**src/rtl/rank_stream_ctrl.sv**
```systemverilog
// Start/done sequencer that streams a block of samples from a synchronous source memory
// through a rank-order filter and captures the filtered results into a result buffer.
module rank_stream_ctrl #(
  parameter int unsigned DATA_BITS    = 8,
  parameter int unsigned ADDR_BITS    = 8,
  parameter int unsigned NUM_SAMPLES  = 255,
  parameter int unsigned FILT_LATENCY = 1,
  parameter int unsigned FRAME_BITS   = 8
) (
  input  logic                  clk,
  input  logic                  rst,
  input  logic                  start,
  input  logic                  continuous,
  input  logic                  abort,
  output logic [ADDR_BITS-1:0]  src_addr,
  input  logic [DATA_BITS-1:0]  src_data,
  output logic                  filt_en,
  output logic [DATA_BITS-1:0]  filt_din,
  input  logic [DATA_BITS-1:0]  filt_dout,
  output logic                  res_we,
  output logic [ADDR_BITS-1:0]  res_waddr,
  output logic [DATA_BITS-1:0]  res_wdata,
  input  logic                  browse_up,
  input  logic                  browse_down,
  output logic [ADDR_BITS-1:0]  rd_addr,
  output logic                  busy,
  output logic                  done,
  output logic [FRAME_BITS-1:0] frame_cnt
);

  localparam logic [1:0] StIdle  = 2'd0;
  localparam logic [1:0] StFill  = 2'd1;
  localparam logic [1:0] StDrain = 2'd2;
  localparam logic [1:0] StDone  = 2'd3;

  // Last index as an ADDR_BITS value, so NUM_SAMPLES = 2^ADDR_BITS never overflows a compare.
  localparam logic [ADDR_BITS-1:0] LastAddr = ADDR_BITS'(NUM_SAMPLES - 1);
  localparam int unsigned VldW = (FILT_LATENCY == 0) ? 1 : FILT_LATENCY;

  logic [1:0]            state_q, state_d;
  logic [ADDR_BITS-1:0]  src_addr_q, src_addr_d;
  logic                  issue_q, issue_d;
  logic [VldW-1:0]       vld_q, vld_d;
  logic [ADDR_BITS-1:0]  res_waddr_q, res_waddr_d;
  logic [ADDR_BITS-1:0]  rd_addr_q, rd_addr_d;
  logic [FRAME_BITS-1:0] frame_cnt_q, frame_cnt_d;
  logic                  wr_en;
  logic                  last_wr;

  assign wr_en   = (FILT_LATENCY == 0) ? issue_q : vld_q[VldW-1];
  assign last_wr = wr_en && (res_waddr_q == LastAddr);

  always_comb begin
    state_d     = state_q;
    src_addr_d  = src_addr_q;
    issue_d     = (state_q == StFill);
    frame_cnt_d = frame_cnt_q;
    res_waddr_d = res_waddr_q;
    if (wr_en) begin
      res_waddr_d = (res_waddr_q == LastAddr) ? '0 : res_waddr_q + 1'b1;
    end
    vld_d[0] = issue_q;
    for (int i = 1; i < VldW; i++) begin
      vld_d[i] = vld_q[i-1];
    end

    case (state_q)
      StIdle: begin
        if (start) begin
          state_d     = StFill;
          src_addr_d  = '0;
          res_waddr_d = '0;
        end
      end
      StFill: begin
        if (src_addr_q == LastAddr) begin
          state_d = StDrain;
        end else begin
          src_addr_d = src_addr_q + 1'b1;
        end
      end
      StDrain: begin
        if (last_wr) begin
          state_d = StDone;
        end
      end
      default: begin
        frame_cnt_d = frame_cnt_q + 1'b1;
        if (continuous) begin
          state_d     = StFill;
          src_addr_d  = '0;
          res_waddr_d = '0;
        end else begin
          state_d = StIdle;
        end
      end
    endcase

    // Abort flushes the valid pipe so no stale write escapes after the frame is dropped.
    if (abort) begin
      state_d     = StIdle;
      issue_d     = 1'b0;
      vld_d       = '0;
      frame_cnt_d = frame_cnt_q;
    end
  end

  always_comb begin
    rd_addr_d = rd_addr_q;
    if (browse_up && !browse_down) begin
      rd_addr_d = (rd_addr_q == LastAddr) ? '0 : rd_addr_q + 1'b1;
    end else if (browse_down && !browse_up) begin
      rd_addr_d = (rd_addr_q == '0) ? LastAddr : rd_addr_q - 1'b1;
    end
  end

  always_ff @(posedge clk or posedge rst) begin
    if (rst) begin
      state_q     <= StIdle;
      src_addr_q  <= '0;
      issue_q     <= 1'b0;
      vld_q       <= '0;
      res_waddr_q <= '0;
      rd_addr_q   <= '0;
      frame_cnt_q <= '0;
    end else begin
      state_q     <= state_d;
      src_addr_q  <= src_addr_d;
      issue_q     <= issue_d;
      vld_q       <= vld_d;
      res_waddr_q <= res_waddr_d;
      rd_addr_q   <= rd_addr_d;
      frame_cnt_q <= frame_cnt_d;
    end
  end

  assign src_addr  = src_addr_q;
  assign filt_en   = issue_q;
  assign filt_din  = issue_q ? src_data : '0;
  assign res_we    = wr_en;
  assign res_waddr = res_waddr_q;
  assign res_wdata = wr_en ? filt_dout : '0;
  assign rd_addr   = rd_addr_q;
  assign busy      = (state_q == StFill) || (state_q == StDrain);
  assign done      = (state_q == StDone);
  assign frame_cnt = frame_cnt_q;

endmodule

```
**config.mk**
```make
export PLATFORM = sky130hd
export DESIGN_NAME = rank_stream_ctrl
export DESIGN_NICKNAME = d
export VERILOG_FILES = /design/src/rtl/rank_stream_ctrl.sv
export SDC_FILE = /design/constraint.sdc
export NUM_CORES = 1
export LEC_CHECK = 0
export CORE_MARGIN = 8
export CORE_UTILIZATION = 50
export CTS_CLUSTER_DIAMETER = 80
export DETAILED_ROUTE_END_ITERATION = 16
export GPL_TIMING_DRIVEN = 0
export PLACE_DENSITY = 0.9
export SLEW_MARGIN = 20
export SYNTH_ARGS = -nofsm -noshare
export SYNTH_HDL_FRONTEND = slang
export SYNTH_SLANG_ARGS = --single-unit
export TNS_END_PERCENT = 100
```
**constraint.sdc**
```tcl
create_clock -name clk -period 3.1 [get_ports clk]
set_clock_uncertainty 0.1 [all_clocks]
set_input_delay 0.62 -clock clk [delete_from_list [all_inputs] [get_ports clk]]
set_output_delay 0.62 -clock clk [all_outputs]
set_load 0.02 [all_outputs]
```
==> metrics.md <==
| Metric | Value |
|---|---|
| Cell count after synthesis | 258 |
| Cell area after layout | 3290 um2 |
| Clk sinks | 36 |
| Tcrit/Tclk final | 83.1% |
| Largest net degree at the start of global routing | 34 |
| Setup TNS Final | 0 ns |
| H-tree depth | 2 |
| Inserted Clock Buffers | 5 |
| Top FF cell, synth | dfrtp_1 |
| Critical path required time | 2.38 ns |
| Critical path class | flip-flop to output pin |
| Yosys top cell area share | 38.0% |
| Fill count | 362 |
| Initial Utilization | 50.9% |
| Layout net count | 378 |
| Post-CTS Hold Buffers | 0 |
| Post-synthesis register bit count | 36 |
| Count leader, synth | dfrtp_1 |
| Drt total wl | 6210 um |
| Critical path arrival | 1.86 ns |
| Async SR Flop Fraction | 100% |
| Highest Signal Layer | met4 |
| Synth top area cells | dfrtp_1 (38%), ha_1 (7.9%), and2_1 (4.2%) |
| Port bufs | 74 |
| Syn nets | 296 |
| Met3 WL post-DR | 492 um |
| Non-filler cells in the finished layout | 395 |
| CTS clk-pin slew, worst paths | 0.08 ns |
| Chip Width | 84.9 um |
| Rows | 25 |
| Peak supply drop | 0.573 mV |
| Fmax | 388 MHz |
| Critical-path maximum fanout | 10 |
| First-pass GRT wire length | 10500 um |
| Worst Min Path Start | frame_cnt[7] |
| Worst setup path start | res_we |
| Final slew viol count | 0 |
| Register area share after synthesis | 38.0% |
| Die area | 7200 um2 |
| WL/cell | 15.7 um |
| CTS-repair resized insts | 0 |
| Startpoint class of the critical path | flip-flop |
| Postcts setup bufs | 0 |
| # placed instances | 387 |
| Setup violators final | 0 |
| WL met1 | 2740 um |
| N_diodes | 0 |
| HP Class | flip-flop to flip-flop |
| Avg Inst Size Synth | 9.19 um2 |
| Ports | 75 |
| Detail Route Antenna Nets | 0 |
| Initial antenna violation count | 0 |
| Maximum capacitance violations | 0 |
| Post-synth EDFFs | 0 |
| Met2 routed WL | 2880 um |
| Initial DRC count | 182 |
| Core outline area | 4660 um2 |
| Clk buf depth | 2 |
| Final min period | 2.58 ns |
| Layout cell share with drive strength beyond 1 | 7.33% |
| Grt ovf | 0 |
| Clk_lat worst skew | 0.29 ns |
| RSZ-0062 raised after global routing | no |
| Initial DRT Pass Iterations | 5 |
| Largest area contributor in the netlist | dfrtp_1 |
| Pleak | 1.38 nW |
| Root buffer cell | clkbuf_8 |
| Yosys warning total | 0 |
| GPL Wtd Cong | 0.897 |
| Slew headroom | 34.8% |
| Unique cell type count in the Yosys netlist | 52 |
| Die Height | 84.9 um |
| Pwr per Cell Area | 668 nW/um2 |
| Drt via density | 5.84 |
| Final hold viol count | 0 |
| Number of global-route vias before repair | 2147 |
| Dpl cell area | 3200 um2 |
| Final HPWL DP | 4780 um |
| Least-Margin Pin Slew | 0.963 ns |
| Drt drc | 0 |
| Status | complete, no violations |
| DR vias | 2306 |
| Post-Syn Area | 2370 um2 |
| Global router's overall resource usage | 17.7% |
| Layout area overhead | 38.9% |
| Worst R2R Start | rd_addr[0] |
| CTS tree | yes |
| Kind of end point of the critical path | output pin |
| Top cells by count, synth | dfrtp_1 (36), nand2_1 (19), nor2_1 (19) |
==> kinds of logic after synthesis <==
family          synth area share (%)
buf+inv                         4.01
xor+xnor                        5.54
mux                             2.69
fa+ha+maj                       7.91
simple gates                    25.8
compound gates                  16.0
flops                           38.0
==> worst paths after layout <==
kind | end | slack [ns] | cells past startpoint
min reg2reg | frame_cnt[7] | 0.38 | 1
max in group asynchronous | rd_addr[0] | 2.06 | 3
min in group asynchronous | src_addr[3] | 0.44 | 2
min | frame_cnt[7] | 0.38 | 1
max reg2reg | rd_addr[4] | 0.98 | 6
max | res_wdata[4] | 0.52 | 3
==> metrics by stage <==
step           hold slack [ns]  total power, mW  worst slack (ns)  util (%)
2_1_floorplan            0.471             1.43              1.10         -
3_3_place_gp             0.360             1.81             0.571      68.2
3_5_place_dp             0.373             1.85             0.547      68.7
4_1_cts                  0.385             2.21             0.487      70.7
5_1_grt                  0.401             2.36             0.384      70.7
6_report                 0.379             2.20             0.525      70.7
==> critical path, stage by stage (launching register included) <==
cell	delay [ns]
dfrtp_1	0.45
clkbuf_1	0.31
and2_1	0.19
clkdlybuf4s50_1	0.62
==> sequential cells by signal, indices dropped and copies added (netlist names) <==
signal,flops
filt_en,1
frame_cnt,8
rd_addr,8
res_waddr,8
res_we,1
src_addr,8
state_q,2
==> placed cells by master, fill, tap and decap left out, types with 2 or more instances in the layout <==
| master | Yosys | routed |
|---|---|---|
| a211oi_1 | 2 | 2 |
| a21boi_0 | 3 | 3 |
| a21o_1 | 3 | 3 |
| a21oi_1 | 13 | 13 |
| a22o_1 | 2 | 2 |
| a22o_2 | 2 | 2 |
| a31oi_1 | 3 | 3 |
| and2_1 | 16 | 16 |
| and3_1 | 3 | 3 |
| and4_1 | 3 | 3 |
| buf_2 | 4 | 4 |
| clkbuf_1 | 5 | 6 |
| clkbuf_8 | 0 | 6 |
| clkdlybuf4s50_1 | 0 | 74 |
| dfrtp_1 | 36 | 36 |
| ha_1 | 15 | 15 |
| inv_1 | 12 | 11 |
| mux2_2 | 3 | 3 |
| mux2i_1 | 3 | 3 |
| nand2_1 | 19 | 19 |
| nand2b_1 | 6 | 6 |
| nand3_1 | 12 | 12 |
| nand4_1 | 10 | 10 |
| nand4b_1 | 2 | 2 |
| nor2_1 | 19 | 19 |
| nor2b_1 | 3 | 3 |
| nor3b_1 | 2 | 2 |
| nor4_1 | 4 | 4 |
| o2111ai_1 | 2 | 2 |
| o211ai_1 | 3 | 3 |
| o21ai_0 | 7 | 7 |
| o22ai_1 | 2 | 2 |
| or2_2 | 2 | 2 |
| or3_1 | 4 | 4 |
| xnor2_1 | 9 | 9 |
| xor2_1 | 6 | 6 |
==> final cells by class <==
cell class | count | area (um2) | share of cell area, %
clock buffer | 7 | 86.3 | 2.62
buffer | 10 | 50.0 | 1.52
inverter | 12 | 45.0 | 1.37
timing repair buffer | 75 | 761 | 23.1
tap | 54 | 67.6 | 2.05
clock inverter | 1 | 7.51 | 0.228
sequential | 36 | 901 | 27.3
multi-input combinational | 200 | 1380 | 41.8
==> layer usage <==
| metal | global-route usage, % | up-vias |
|---|---|---|
| li1 | - | 1094 |
| met1 | 21.9 | 1082 |
| met2 | 28.8 | 119 |
| met3 | 5.21 | 11 |
| met4 | 5.50 | 0 |
| met5 | 0 | - |
==> power by group <==
group	total (mW)	leakage [nW]	internal [mW]	switching, mW
registers	0.677	0.484	0.559	0.117
logic	1.17	0.847	0.529	0.640
clock network	0.356	0.0445	0.181	0.175
total	2.20	1.38	1.27	0.932
Power figures use the tool's default switching activity.
